[src/rtl/uart_pkg.sv]
// Shared types and helpers for the buffered UART receiver.
package uart_pkg;

    typedef enum logic [2:0] {IDLE, START, DATA, STOP, BREAK} rx_state_t;

    localparam int DATA_BITS = 8;

    // Clock cycles per oversample tick, rounded to nearest and never below 1.
    function automatic int baud_div(input int clk_freq, input int baud, input int os);
        int d;
        d = (clk_freq + (baud * os) / 2) / (baud * os);
        return (d < 1) ? 1 : d;
    endfunction

endpackage

[src/rtl/sync_fifo.sv]
// First-word fall-through FIFO with occupancy count; pops are ignored while empty.
module sync_fifo #(
    parameter int WIDTH = 8,
    parameter int DEPTH = 8
) (
    input  logic                     clk,
    input  logic                     rst,
    input  logic                     push_i,
    input  logic [WIDTH-1:0]         data_i,
    input  logic                     pop_i,
    output logic [WIDTH-1:0]         data_o,
    output logic                     valid_o,
    output logic                     full_o,
    output logic [$clog2(DEPTH):0]   count_o
);
    localparam int AW = $clog2(DEPTH);

    logic [WIDTH-1:0] mem_q [DEPTH];
    logic [AW-1:0]    wrPtr_q, rdPtr_q;
    logic [AW:0]      count_q, count_d;
    logic             doPush, doPop;

    assign valid_o = (count_q != '0);
    assign full_o  = (count_q == (AW+1)'(DEPTH));
    assign doPop   = pop_i && valid_o;
    // A push into a full FIFO is still accepted when the head leaves in the same cycle.
    assign doPush  = push_i && (!full_o || doPop);
    assign data_o  = valid_o ? mem_q[rdPtr_q] : '0;
    assign count_o = count_q;

    always_comb begin
        count_d = count_q;
        if (doPush && !doPop) begin
            count_d = count_q + 1'b1;
        end else if (doPop && !doPush) begin
            count_d = count_q - 1'b1;
        end
    end

    always_ff @(posedge clk) begin
        if (doPush) begin
            mem_q[wrPtr_q] <= data_i;
        end
    end

    always_ff @(posedge clk) begin
        if (rst) begin
            wrPtr_q <= '0;
            rdPtr_q <= '0;
            count_q <= '0;
        end else begin
            if (doPush) begin
                wrPtr_q <= wrPtr_q + 1'b1;
            end
            if (doPop) begin
                rdPtr_q <= rdPtr_q + 1'b1;
            end
            count_q <= count_d;
        end
    end

endmodule

[src/rtl/uart_rx_buffered.sv]
// 8N1 UART receiver with oversampled majority voting, stop-bit checking and a FWFT receive FIFO.
module uart_rx_buffered
    import uart_pkg::*;
#(
    parameter int CLK_FREQ   = 100_000_000,
    parameter int BAUD       = 9600,
    parameter int OVERSAMPLE = 16,
    parameter int FIFO_DEPTH = 8
) (
    input  logic                          clk,
    input  logic                          rst,
    input  logic                          received,
    output logic [7:0]                    rx_data,
    output logic                          rx_valid,
    input  logic                          rx_ready,
    output logic                          frame_err,
    output logic                          overrun,
    output logic [$clog2(FIFO_DEPTH):0]   fifo_count
);
    localparam int DIV   = baud_div(CLK_FREQ, BAUD, OVERSAMPLE);
    localparam int DIV_W = (DIV > 1) ? $clog2(DIV) : 1;
    localparam int OS_W  = $clog2(OVERSAMPLE);
    localparam logic [OS_W-1:0] MID   = OS_W'(OVERSAMPLE / 2 - 1);
    localparam logic [OS_W-1:0] WEND  = OS_W'(OVERSAMPLE / 2);
    localparam logic [OS_W-1:0] LAST  = OS_W'(OVERSAMPLE - 1);

    rx_state_t        state_q;
    logic             rxMeta_q, rxs_q, rxsPrev_q;
    logic [DIV_W-1:0] divCnt_q;
    logic [OS_W-1:0]  tickCnt_q;
    logic [3:0]       slot_q;
    logic [1:0]       hist_q;
    logic [7:0]       shift_q;
    logic             frameErr_q, overrun_q;
    logic             tick, windowEnd, vote, pushByte, fifoFull;

    always_ff @(posedge clk) begin
        if (rst) begin
            rxMeta_q  <= 1'b1;
            rxs_q     <= 1'b1;
            rxsPrev_q <= 1'b1;
        end else begin
            rxMeta_q  <= received;
            rxs_q     <= rxMeta_q;
            rxsPrev_q <= rxs_q;
        end
    end

    assign tick = (state_q != IDLE) && (divCnt_q == DIV_W'(DIV - 1));

    always_ff @(posedge clk) begin
        if (rst || state_q == IDLE || tick) begin
            divCnt_q <= '0;
        end else begin
            divCnt_q <= divCnt_q + 1'b1;
        end
    end

    // Majority of the three ticks centred on mid-bit; hist_q holds the two earlier samples.
    assign vote      = (hist_q[1] & hist_q[0]) | (hist_q[1] & rxs_q) | (hist_q[0] & rxs_q);
    assign windowEnd = tick && (tickCnt_q == WEND);
    assign pushByte  = (state_q == STOP) && windowEnd && vote;

    // Slot 0 is the start bit, slots 1..8 the data bits; the first window in DATA closes the start bit.
    always_ff @(posedge clk) begin
        if (rst) begin
            state_q    <= IDLE;
            tickCnt_q  <= '0;
            slot_q     <= '0;
            hist_q     <= 2'b11;
            shift_q    <= '0;
            frameErr_q <= 1'b0;
        end else begin
            frameErr_q <= 1'b0;
            if (tick) begin
                hist_q    <= {hist_q[0], rxs_q};
                tickCnt_q <= (tickCnt_q == LAST) ? '0 : tickCnt_q + 1'b1;
            end
            case (state_q)
                IDLE: begin
                    tickCnt_q <= '0;
                    slot_q    <= '0;
                    if (rxsPrev_q && !rxs_q) begin
                        state_q <= START;
                    end
                end
                START: begin
                    if (tick && tickCnt_q == MID) begin
                        state_q <= rxs_q ? IDLE : DATA;
                        slot_q  <= '0;
                    end
                end
                DATA: begin
                    if (windowEnd) begin
                        if (slot_q != '0) begin
                            shift_q <= {vote, shift_q[7:1]};
                        end
                        if (slot_q == 4'(DATA_BITS)) begin
                            state_q <= STOP;
                        end
                        slot_q <= slot_q + 4'd1;
                    end
                end
                STOP: begin
                    if (windowEnd) begin
                        if (vote) begin
                            state_q <= IDLE;
                        end else begin
                            frameErr_q <= 1'b1;
                            state_q    <= BREAK;
                        end
                    end
                end
                BREAK: begin
                    if (tick && rxs_q) begin
                        state_q <= IDLE;
                    end
                end
                default: state_q <= IDLE;
            endcase
        end
    end

    always_ff @(posedge clk) begin
        if (rst) begin
            overrun_q <= 1'b0;
        end else begin
            overrun_q <= pushByte && fifoFull && !rx_ready;
        end
    end

    sync_fifo #(
        .WIDTH (8),
        .DEPTH (FIFO_DEPTH)
    ) rxFifo (
        .clk     (clk),
        .rst     (rst),
        .push_i  (pushByte),
        .data_i  (shift_q),
        .pop_i   (rx_ready),
        .data_o  (rx_data),
        .valid_o (rx_valid),
        .full_o  (fifoFull),
        .count_o (fifo_count)
    );

    assign frame_err = frameErr_q;
    assign overrun   = overrun_q;

endmodule
[config.mk]
export PLATFORM = sky130hd
export DESIGN_NAME = uart_rx_buffered
export DESIGN_NICKNAME = d
export VERILOG_FILES = /design/src/rtl/uart_pkg.sv /design/src/rtl/sync_fifo.sv /design/src/rtl/uart_rx_buffered.sv
export SDC_FILE = /design/constraint.sdc
export NUM_CORES = 1
export LEC_CHECK = 0
export BUFFER_PORTS_ARGS = -buffer_cell sky130_fd_sc_hd__buf_2
export CAP_MARGIN = 20
export CORE_UTILIZATION = 47
export DETAILED_ROUTE_END_ITERATION = 10
export GPL_TIMING_DRIVEN = 0
export PLACE_DENSITY = 0.65
export REMOVE_ABC_BUFFERS = 1
export SETUP_SLACK_MARGIN = 0.02
export SYNTH_ARGS = -nofsm -noshare
export SYNTH_HDL_FRONTEND = slang
export SYNTH_HIERARCHICAL = 1
export SYNTH_SLANG_ARGS = --single-unit
[constraint.sdc]
create_clock -name clk -period 3.65 [get_ports clk]
set_input_delay 1.095 -clock clk [delete_from_list [all_inputs] [get_ports clk]]
set_output_delay 1.095 -clock clk [all_outputs]
set_load 0.01 [all_outputs]
**Word level (Yosys, flattened, before mapping)**

Memory sizes are Yosys's and may differ from the RTL's. A register that Yosys moved wholly into a read port is not among the register bits.
Cells that the tools add are included.

- Add/sub/neg operators: 7
- Multipliers: 0
- Divide/modulo/power cells: 0
- Magnitude comparators: 0
- Equal/unequal tests: 16
- Shift-type cells: 0
- Multiplexer cells: 21
- Bitwise operators: 7
- Reductions and logical operators: 32

Operators with widths:

| operator | number |
|---|---|
| $mux 3 | 9 |
| $mux 4 | 5 |
| $eq 4x4->1 const B | 4 |
| $pmux 3 s5 | 1 |
| $logic_and 1x1->1 | 13 |
| $add 4x1->4 const B | 3 |
| $pmux 4 s3 | 1 |
| $add 10x1->10 const B | 1 |
| $eq 10x10->1 const B | 1 |
| $ne 2x2->1 const B | 5 |
| $mux 8 | 1 |
| $reduce_bool 4->1 | 2 |
| $add 3x1->3 const B | 2 |
| $eq 3x2->1 const B | 2 |
| $reduce_and 3->1 | 2 |
| $reduce_and 6->1 | 1 |
| $reduce_bool 3->1 | 2 |
| $logic_not 1->1 | 5 |
| $eq 4x3->1 const B | 1 |
| $sub 4x1->4 const B | 1 |
| $and 1x1->1 | 3 |
| $eq 3x1->1 const B | 1 |
| $eq 3x3->1 const B | 1 |
| $logic_not 3->1 | 1 |
| 9 further kinds | 15 |

- Flip-flop bits (word level): 46
- Latch bits: 0
- Memory bits (writable): 64
- Memory bits (read-only): 0
- Bits of input ports: 4
- Output and inout bits: 15
- Word-level logic and storage cells: 98
- Memories: 1

Memories:

| memory | depth | bits a word | rd ports | clocked after memory_dff | write ports | RTL line | source |
|---|---|---|---|---|---|---|---|
| rxFifo.mem_q | 8 | 8 | 1 | 1 | 1 | sync_fifo.sv:18 | `logic [WIDTH-1:0] mem_q [DEPTH];` |

**Longest topological paths before layout**

Gate-level depths: netlist of the first run.

- Depth in word-level cells: 10
- Gate-level depth with buffers: 17

**By module**

The synthesis of the first run kept the hierarchy.

By module, submodules not included:

| module | instances | cells an instance | area each (um^2) | seq. area each (um^2) |
|---|---|---|---|---|
| sync_fifo | 1 | 175 | 3094.2 | 2182.1 |
| uart_rx_buffered | 1 | 187 | 1696.6 | 720.7 |

**Worst setup path before layout of the first run**

No wires, ideal clock.

- Kind: register -> register
- From: register divCnt_q[0]
- To: register rxFifo.count_q[3], in the netlist rxFifo/count_o[3]
- Arrival: 3.254 ns
- Slack: 0.275 ns
- Cell stages (with the launch flop): 18
- Buffers on the path: 1
- Clock period less this slack: 3.375 ns
- Cell sequence: dfxtp_1 > inv_1 > ha_1 > nand4b_1 > or4_1 > buf_6 > nor2_4 > nand4b_2 > nor2_1 > o21ai_4 > inv_2 > ha_1 > inv_1 > ha_1 > a21oi_1 > a211oi_1 > a31oi_1 > mux2_2

- Longest elaborated chain between the ends: 9

Ends and longest elaborated chain:

| item | RTL line | source |
|---|---|---|
| start, declared | uart_rx_buffered.sv:29 | `logic [DIV_W-1:0] divCnt_q;` |
| start signal, assigned | uart_rx_buffered.sv:55 | `divCnt_q <= divCnt_q + 1'b1;` |
| $eq 10x10->1 (*) | uart_rx_buffered.sv:49 | `assign tick = (state_q != IDLE) && (divCnt_q == DIV_W'(DIV - 1));` |
| $logic_and 1x1->1 (*) | uart_rx_buffered.sv:49 |  |
| $logic_and 1x1->1 (*) | uart_rx_buffered.sv:61 | `assign windowEnd = tick && (tickCnt_q == WEND);` |
| $logic_and 1x1->1 (*) (2 in a row) | uart_rx_buffered.sv:62 | `assign pushByte = (state_q == STOP) && windowEnd && vote;` |
| named net pushByte | uart_rx_buffered.sv:35 | `logic tick, windowEnd, vote, pushByte, fifoFull;` |
| $logic_and 1x1->1 (*) | sync_fifo.sv:27 | `assign doPush = push_i && (!full_o \|\| doPop);` |
| named net rxFifo.doPush | sync_fifo.sv:21 | `logic doPush, doPop;` |
| $logic_not 1->1 | sync_fifo.sv:35 | `end else if (doPop && !doPush) begin` |
| $logic_and 1x1->1 | sync_fifo.sv:35 |  |
| $reduce_bool 2->1 (no line) | n/a |  |
| end signal, assigned | sync_fifo.sv:58 | `count_q <= count_d;` |
| end, declared | sync_fifo.sv:20 | `logic [AW:0] count_q, count_d;` |

The timed path passes the listed nets; every way through them passes the cells marked *.
A chain may end at the register's enable or synchronous reset.

**Worst setup path after layout of the first run**

- From: register divCnt_q[8]
- To: register rxFifo.count_q[3], in the netlist rxFifo/count_o[3]

The elaborated chain is that of the path after synthesis.

==> results of run 1 <==
flip-flops by register name, indices dropped and copies added, names as in the netlist, 2 cells and up, named ones only:
signal	count
rxFifo/mem_q	64
divCnt_q	10
shift_q	8
rxFifo/count_o	4
slot_q	4
tickCnt_q	4
rxFifo/rdPtr_q	3
rxFifo/wrPtr_q	3
state_q	3
hist_q	2
cell usage in the layout (no fill, tap or decap), drive strengths merged, types with 3 or more instances in the layout:
cell type  count
ha            11
and3           5
nand2         19
clkbuf        19
a21oi         12
mux2i         18
xor2           8
clkinv         7
or2            5
a211oi         4
buf           27
nand3b         3
edfxtp        64
bufinv         4
nand3         12
nor4           3
dfxtp         49
inv           12
xnor2          7
nand2b         7
mux4          16
o21ai          9
nor2          49
nor3           8
area by class of cell:
class / instances / area, um2
Clock buffer: 19 / 422
Clock inverter: 13 / 189
Tap cell: 133 / 166
Multi-Input combinational cell: 222 / 1800
Timing Repair Buffer: 27 / 168
Fill cell: 825 / 4130
Inverter: 12 / 45.0
Sequential cell: 113 / 2900
logic make-up after synthesis:
family	after synthesis	synth area share, %
adders and majority gates	13	3.50
and+or+nand+nor	125	14.1
AOI/OAI and AO/OA	34	4.91
xor gates and xnor gates	15	2.90
DFF	113	60.6
muxes	35	11.5
buffers and inverters	27	2.46
timing repair:
| action | 4_1_cts | 5_1_grt |
|---|---|---|
| buffers inserted | 0 | 3 |
| resized for setup | 2 | 3 |
| cloned | 0 | 0 |
| endpoints found under the setup margin | 1 | 1 |
| pin swaps | 0 | 2 |
per-layer routing:
layer,up-vias,share of wire (%),global-route usage (%)
met1,1371,45,21.8
met5,-,0,0
met3,6,3.2,5.97
met4,0,0.80,6.50
met2,52,51,31.0
li1,1396,-,-
power by group through the flow:
stage                     clock network, mW  registers (mW)  logic, mW
after floorplan                           0            1.36     0.0123
after global placement                    0            1.36     0.0226
after detailed placement                  0            1.36     0.0231
after CTS                              1.69            1.34     0.0232
after global routing                   1.76            1.34     0.0254
final                                  1.66            1.34     0.0230
path summary, 6_finish.rpt:
kind,startpoint,slack (ps),endpoint
min reg2reg,rxMeta_q,410,rxs_q
max,divCnt_q[8],180,rxFifo/count_o[3]
max reg2reg,divCnt_q[8],180,rxFifo/count_o[3]
min,rxMeta_q,410,rxs_q
critical path, cell delays in order (launching register included):
cell and delay [ps]:
dfxtp_1 330, or3_4 410, or4_4 570, nor2_4 140
nand4b_4 140, nor2_4 170, o21ai_4 100, inv_2 120
ha_1 190, inv_1 100, ha_1 330, a21oi_2 160
a211oi_1 90, a31oi_1 170, mux2_2 350
==> summary.txt, run 1 <==
Power
  • Pwr Total: just over 3 mW
  • Sw Share: 19.0%
  • Internal power: 2.45 mW
  • Power Density: roughly 530 mW/mm2
  • Combinational power share: 0.8%
  • Leakage: about 2.0 nW
  • Clock share of power: a little under three fifths
  • Seq pwr share: 44.2%
  • Switching pwr: about 570 uW
  • Max VDD drop: between 200 and 300 uV

GRT
  • Total GRT Usage: approximately 18%
  • GRT overflow: 0
  • Initial antenna violation count: 0
  • Largest net degree at the start of global routing: 35
  • Vias in the first global route: between 2000 and 3000
  • First-pass GRT wire length: 13900 um

Clock tree
  • # H-tree levels: 4
  • Clk sinks: between 100 and 150
  • Maximum clock path buffer count: 2
  • CTS tree: done
  • Clock slew at reported path FFs: ~60 ps
  • Worst skew pair latency: about 500 ps
  • Root Buffer: clkbuf_8
  • Hold_buf cts: 0
  • Num CTS Buffers: 17

Routing
  • Remaining DRCs: 0
  • TritonRoute pass-1 iters: 4
  • Final WL: ~8500 um
  • Initial DRC count: 151
  • ANT nets after route: 0
  • DR WL/cell: around 16 um
  • DR vias/cell: between 5 and 6
  • Routed vias: approximately 2800

Die
  • Chip width: approximately 100 um
  • Die height: just over 100 um
  • Initial cell density of the core: 48.8%
  • Core Rows: 36
  • Die area: between 0.01 and 0.015 mm2
  • IO Pins: 19
  • Placeable Area: between 0.009 and 0.01 mm2

Synth
  • Cells after Synth: around 360
  • Synth top cells by count: 64 x edfxtp_1, 49 x dfxtp_1, 48 x nor2_1
  • Leading area contributor after synthesis: edfxtp_1
  • Top post-synthesis cells by area: edfxtp_1 40%, dfxtp_1 20%, mux4_2 7.5%
  • Library cells used by synthesis: 56
  • Ys async rst share: 0%
  • EDFF count, synth: 64
  • Synthesized area per cell: about 13 um2
  • Syn Std Cell Area: 0.00479 mm2
  • Synth top area share: 40.1%
  • Sequential-to-total area share from yosys stat: 60.6%
  • Most frequent cell after synthesis: edfxtp_1
  • Prevailing post-synth register cell: edfxtp_1
  • Ys Warns: 6
  • Synth Register Bits: between 100 and 150

Place
  • Placed cells: just over 500
  • Port bufs: 18
  • DPL Wire Length: 5600 um
  • GPL Wtd Cong: between 0.8 and 0.9
  • DP Area: 0.00504 mm2
  • Worst slack at placement: -193 ps

Timing
  • Final worst slack: approximately 180 ps
  • Final Max Tran Viols: 0
  • RSZ-0062 raised after global routing: no
  • Fin crit share: roughly 95%
  • Min cycle time layout: between 3000 and 4000 ps
  • Setup_tns: 0 ps
  • Layout Skew: 10.0 ps
  • Hold Slack: slightly above 400 ps
  • Slew of the pin with the lowest slew margin: around 980 ps
  • Final setup vio count: 0
  • Slew headroom: between 30% and 40%
  • Upper clock frequency limit: around 290 MHz
  • Final Hold Vio Count: 0

Setup path
  • Worst Reg-to-Reg Cells: 14
  • Crit path capture type: flip-flop
  • Max FO, Critical Path: 6
  • CP Class: flip-flop to flip-flop
  • WP data arrival: between 3000 and 4000 ps
  • Startpoint types: flip-flop
  • WP data required: 4040 ps

Status
  • Status: finished, final reports clean

Cells and area
  • Design area: around 0.0057 mm2
  • Antenna Cells: 0
  • Share of cells above drive strength 1: between 20% and 30%
  • Core Util, Final: a little under 60%
  • Non-filler instance count after layout: about 540
  • # nets final: 409
  • P&R area growth vs syn: 18.8%

Worst hold path
  • Worst min path class: flip-flop to flip-flop
  • Worst hold stages: 1

Run
  • Max Cap Viol: 0
No activity file was read; power rests on OpenSTA's default activity.
==> run 2: changes to the inputs <==
--- a/config.mk
+++ b/config.mk
@@ -12,7 +12,7 @@
 export GPL_TIMING_DRIVEN = 0
 export PLACE_DENSITY = 0.65
 export REMOVE_ABC_BUFFERS = 1
-export SETUP_SLACK_MARGIN = 0.02
+export SETUP_SLACK_MARGIN = 0.3
 export SYNTH_ARGS = -nofsm -noshare
 export SYNTH_HDL_FRONTEND = slang
 export SYNTH_HIERARCHICAL = 1
==> summary.txt, run 2 (synthesized netlist as in run 1, its figures left out) <==
Clock tree
  • Clock slew at reported path FFs: about 60 ps
  • Hold_buf cts: 0
  • Num CTS Buffers: 17
  • # H-tree levels: 4
  • Worst skew pair latency: roughly 500 ps
  • CTS tree: done
  • Root Buffer: clkbuf_8
  • Clk sinks: approximately 110
  • Maximum clock path buffer count: 2

Timing
  • Slew of the pin with the lowest slew margin: 977 ps
  • Final Max Tran Viols: 0
  • Slew headroom: a little over a third
  • Hold Slack: roughly 410 ps
  • Min cycle time layout: 3270 ps
  • Layout Skew: about 9.6 ps
  • Final worst slack: about 380 ps
  • Final setup vio count: 0
  • Fin crit share: between 80% and 90%
  • RSZ-0062 raised after global routing: yes
  • Final Hold Vio Count: 0
  • Upper clock frequency limit: between 300 and 400 MHz

Setup path
  • WP data required: about 4000 ps
  • Crit path capture type: flip-flop
  • Crit-path max cell delay: slightly below 600 ps
  • WP data arrival: 3660 ps
  • Cell Chain, Critical Path: inv_2 > ha_4 > nand4b_1 > or4_4 > nor2_4 > nand4b_4 > nor2_4 > o21ai_4 > inv_4 > ha_4 > inv_6 > ha_4 > a21oi_4 > a211oi_2 > a31oi_1 > mux2_2
  • CP Class: flip-flop to flip-flop
  • Max FO, Critical Path: 5
  • CP Buf/Inv Count: 3
  • Crit path max-delay family: simple AND/OR/NAND/NOR gates
  • Slowest-stage cell, CP: or4_4
  • Worst path most repeated cell: ha_4
  • Startpoint types: flip-flop

Cells and area
  • Max FFs per register: 64
  • Largest regs: rxFifo/mem_q x64, divCnt_q x10, shift_q x8
  • Non-filler instance count after layout: between 500 and 600
  • # nets final: between 400 and 500
  • Fillers: 809
  • FF+latch area: approximately 0.0029 mm2
  • Multi-input gate area: 0.00187 mm2
  • Most common cell after layout, fill and taps aside: edfxtp_1
  • Commonest non-fill, non-tap cells in the layout: 64 x edfxtp_1, 47 x nor2_1, 45 x dfxtp_1
  • Core Util, Final: about three fifths
  • P&R area growth vs syn: 20.9%
  • Share of cells above drive strength 1: between 20% and 30%
  • Register with the most flip-flops: rxFifo/mem_q
  • Antenna Cells: 0

Power
  • Leakage: 2.05 nW
  • Power Density: about 520 mW/mm2
  • Max VDD drop: between 200 and 300 uV

Routing
  • DR WL/cell: 15.8 um
  • Remaining DRCs: 0
  • Initial DRC count: between 150 and 200
  • Routed vias: about 2900
  • Final WL: about 8500 um
  • ANT nets after route: 0
  • DR vias/cell: between 5 and 6
  • TritonRoute pass-1 iters: 4

GRT
  • Vias in the first global route: approximately 2800
  • GRT overflow: 0
  • Total GRT Usage: 18.3%
  • Initial antenna violation count: 0
  • First-pass GRT wire length: roughly 14000 um
  • Largest net degree at the start of global routing: 35

Die
  • IO Pins: 19
  • Die area: roughly 0.011 mm2
  • Initial cell density of the core: around half
  • Placeable Area: 0.00982 mm2
  • Core Rows: 36
  • Die height: 103 um
  • Chip width: approximately 100 um

Place
  • GPL Wtd Cong: between 0.8 and 0.9
  • Worst slack at placement: -193 ps
  • DPL Wire Length: about 5600 um
  • Port bufs: 18
  • Placed cells: slightly above 500

Worst hold path
  • Worst min path class: flip-flop to flip-flop

Status
  • Status: finished, final reports clean

Run
  • Max Cap Viol: 0
run 2: cell types whose count changed in the layout (fill, tap and decap cells not counted), moves of 2 or more:
cell	change
buf_4	+2
dfxtp_1	-4
dfxtp_2	+3
ha_1	-4
ha_4	+4
inv_1	-2
run 2: where the power goes:
part           internal [mW]  switching [mW]  total (mW)
combinational        0.00741          0.0160      0.0234
sequential              1.33         0.00375        1.34
clock                   1.11           0.557        1.67
run 2: cell type report:
| type | instances | share of cell area, % |
|---|---|---|
| Timing Repair Buffer | 29 | 3.15 |
| Clock buffer | 19 | 7.28 |
| Inverter | 12 | 0.908 |
| Multi-Input combinational cell | 222 | 32.3 |
| Clock inverter | 13 | 3.26 |
| Tap cell | 133 | 2.87 |
| Sequential cell | 113 | 50.3 |
run 2: worst paths after layout:
path,start,endpoint,slack [ps],cells past startpoint
max,divCnt_q[0],rxFifo/count_o[3],380,16
min reg2reg,rxMeta_q,rxs_q,410,1
max reg2reg,divCnt_q[0],rxFifo/count_o[3],380,16
min,rxMeta_q,rxs_q,410,1
run 2: per-stage QoR:
step                      area, um2  power (mW)  setup TNS [ps]
after floorplan                4720        1.38               0
after global placement         4970        1.39           -6720
after detailed placement       5040        1.39            -193
after CTS                      5670        3.05               0
after global routing           5790        3.12               0
final                          5790        3.03               0
run 2: timing repair:
| action | 4_1_cts | 5_1_grt |
|---|---|---|
| buffers inserted | 1 | 4 |
| endpoints found under the hold margin | 0 | 0 |
| endpoints found under the setup margin | 55 | 10 |
| pin swaps | 1 | 8 |
| resized for setup | 5 | 20 |
run 2: layer usage:
layer  part of all wire (%)  wire [um]  GRT usage, %  vias to the layer above
met5                      0          0             0                        -
met4                    1.0         88          6.50                        0
met3                    3.3        281          5.97                       10
met2                     52       4410          31.2                       53
met1                     44       3760          21.8                     1396
li1                       -          -             -                     1400
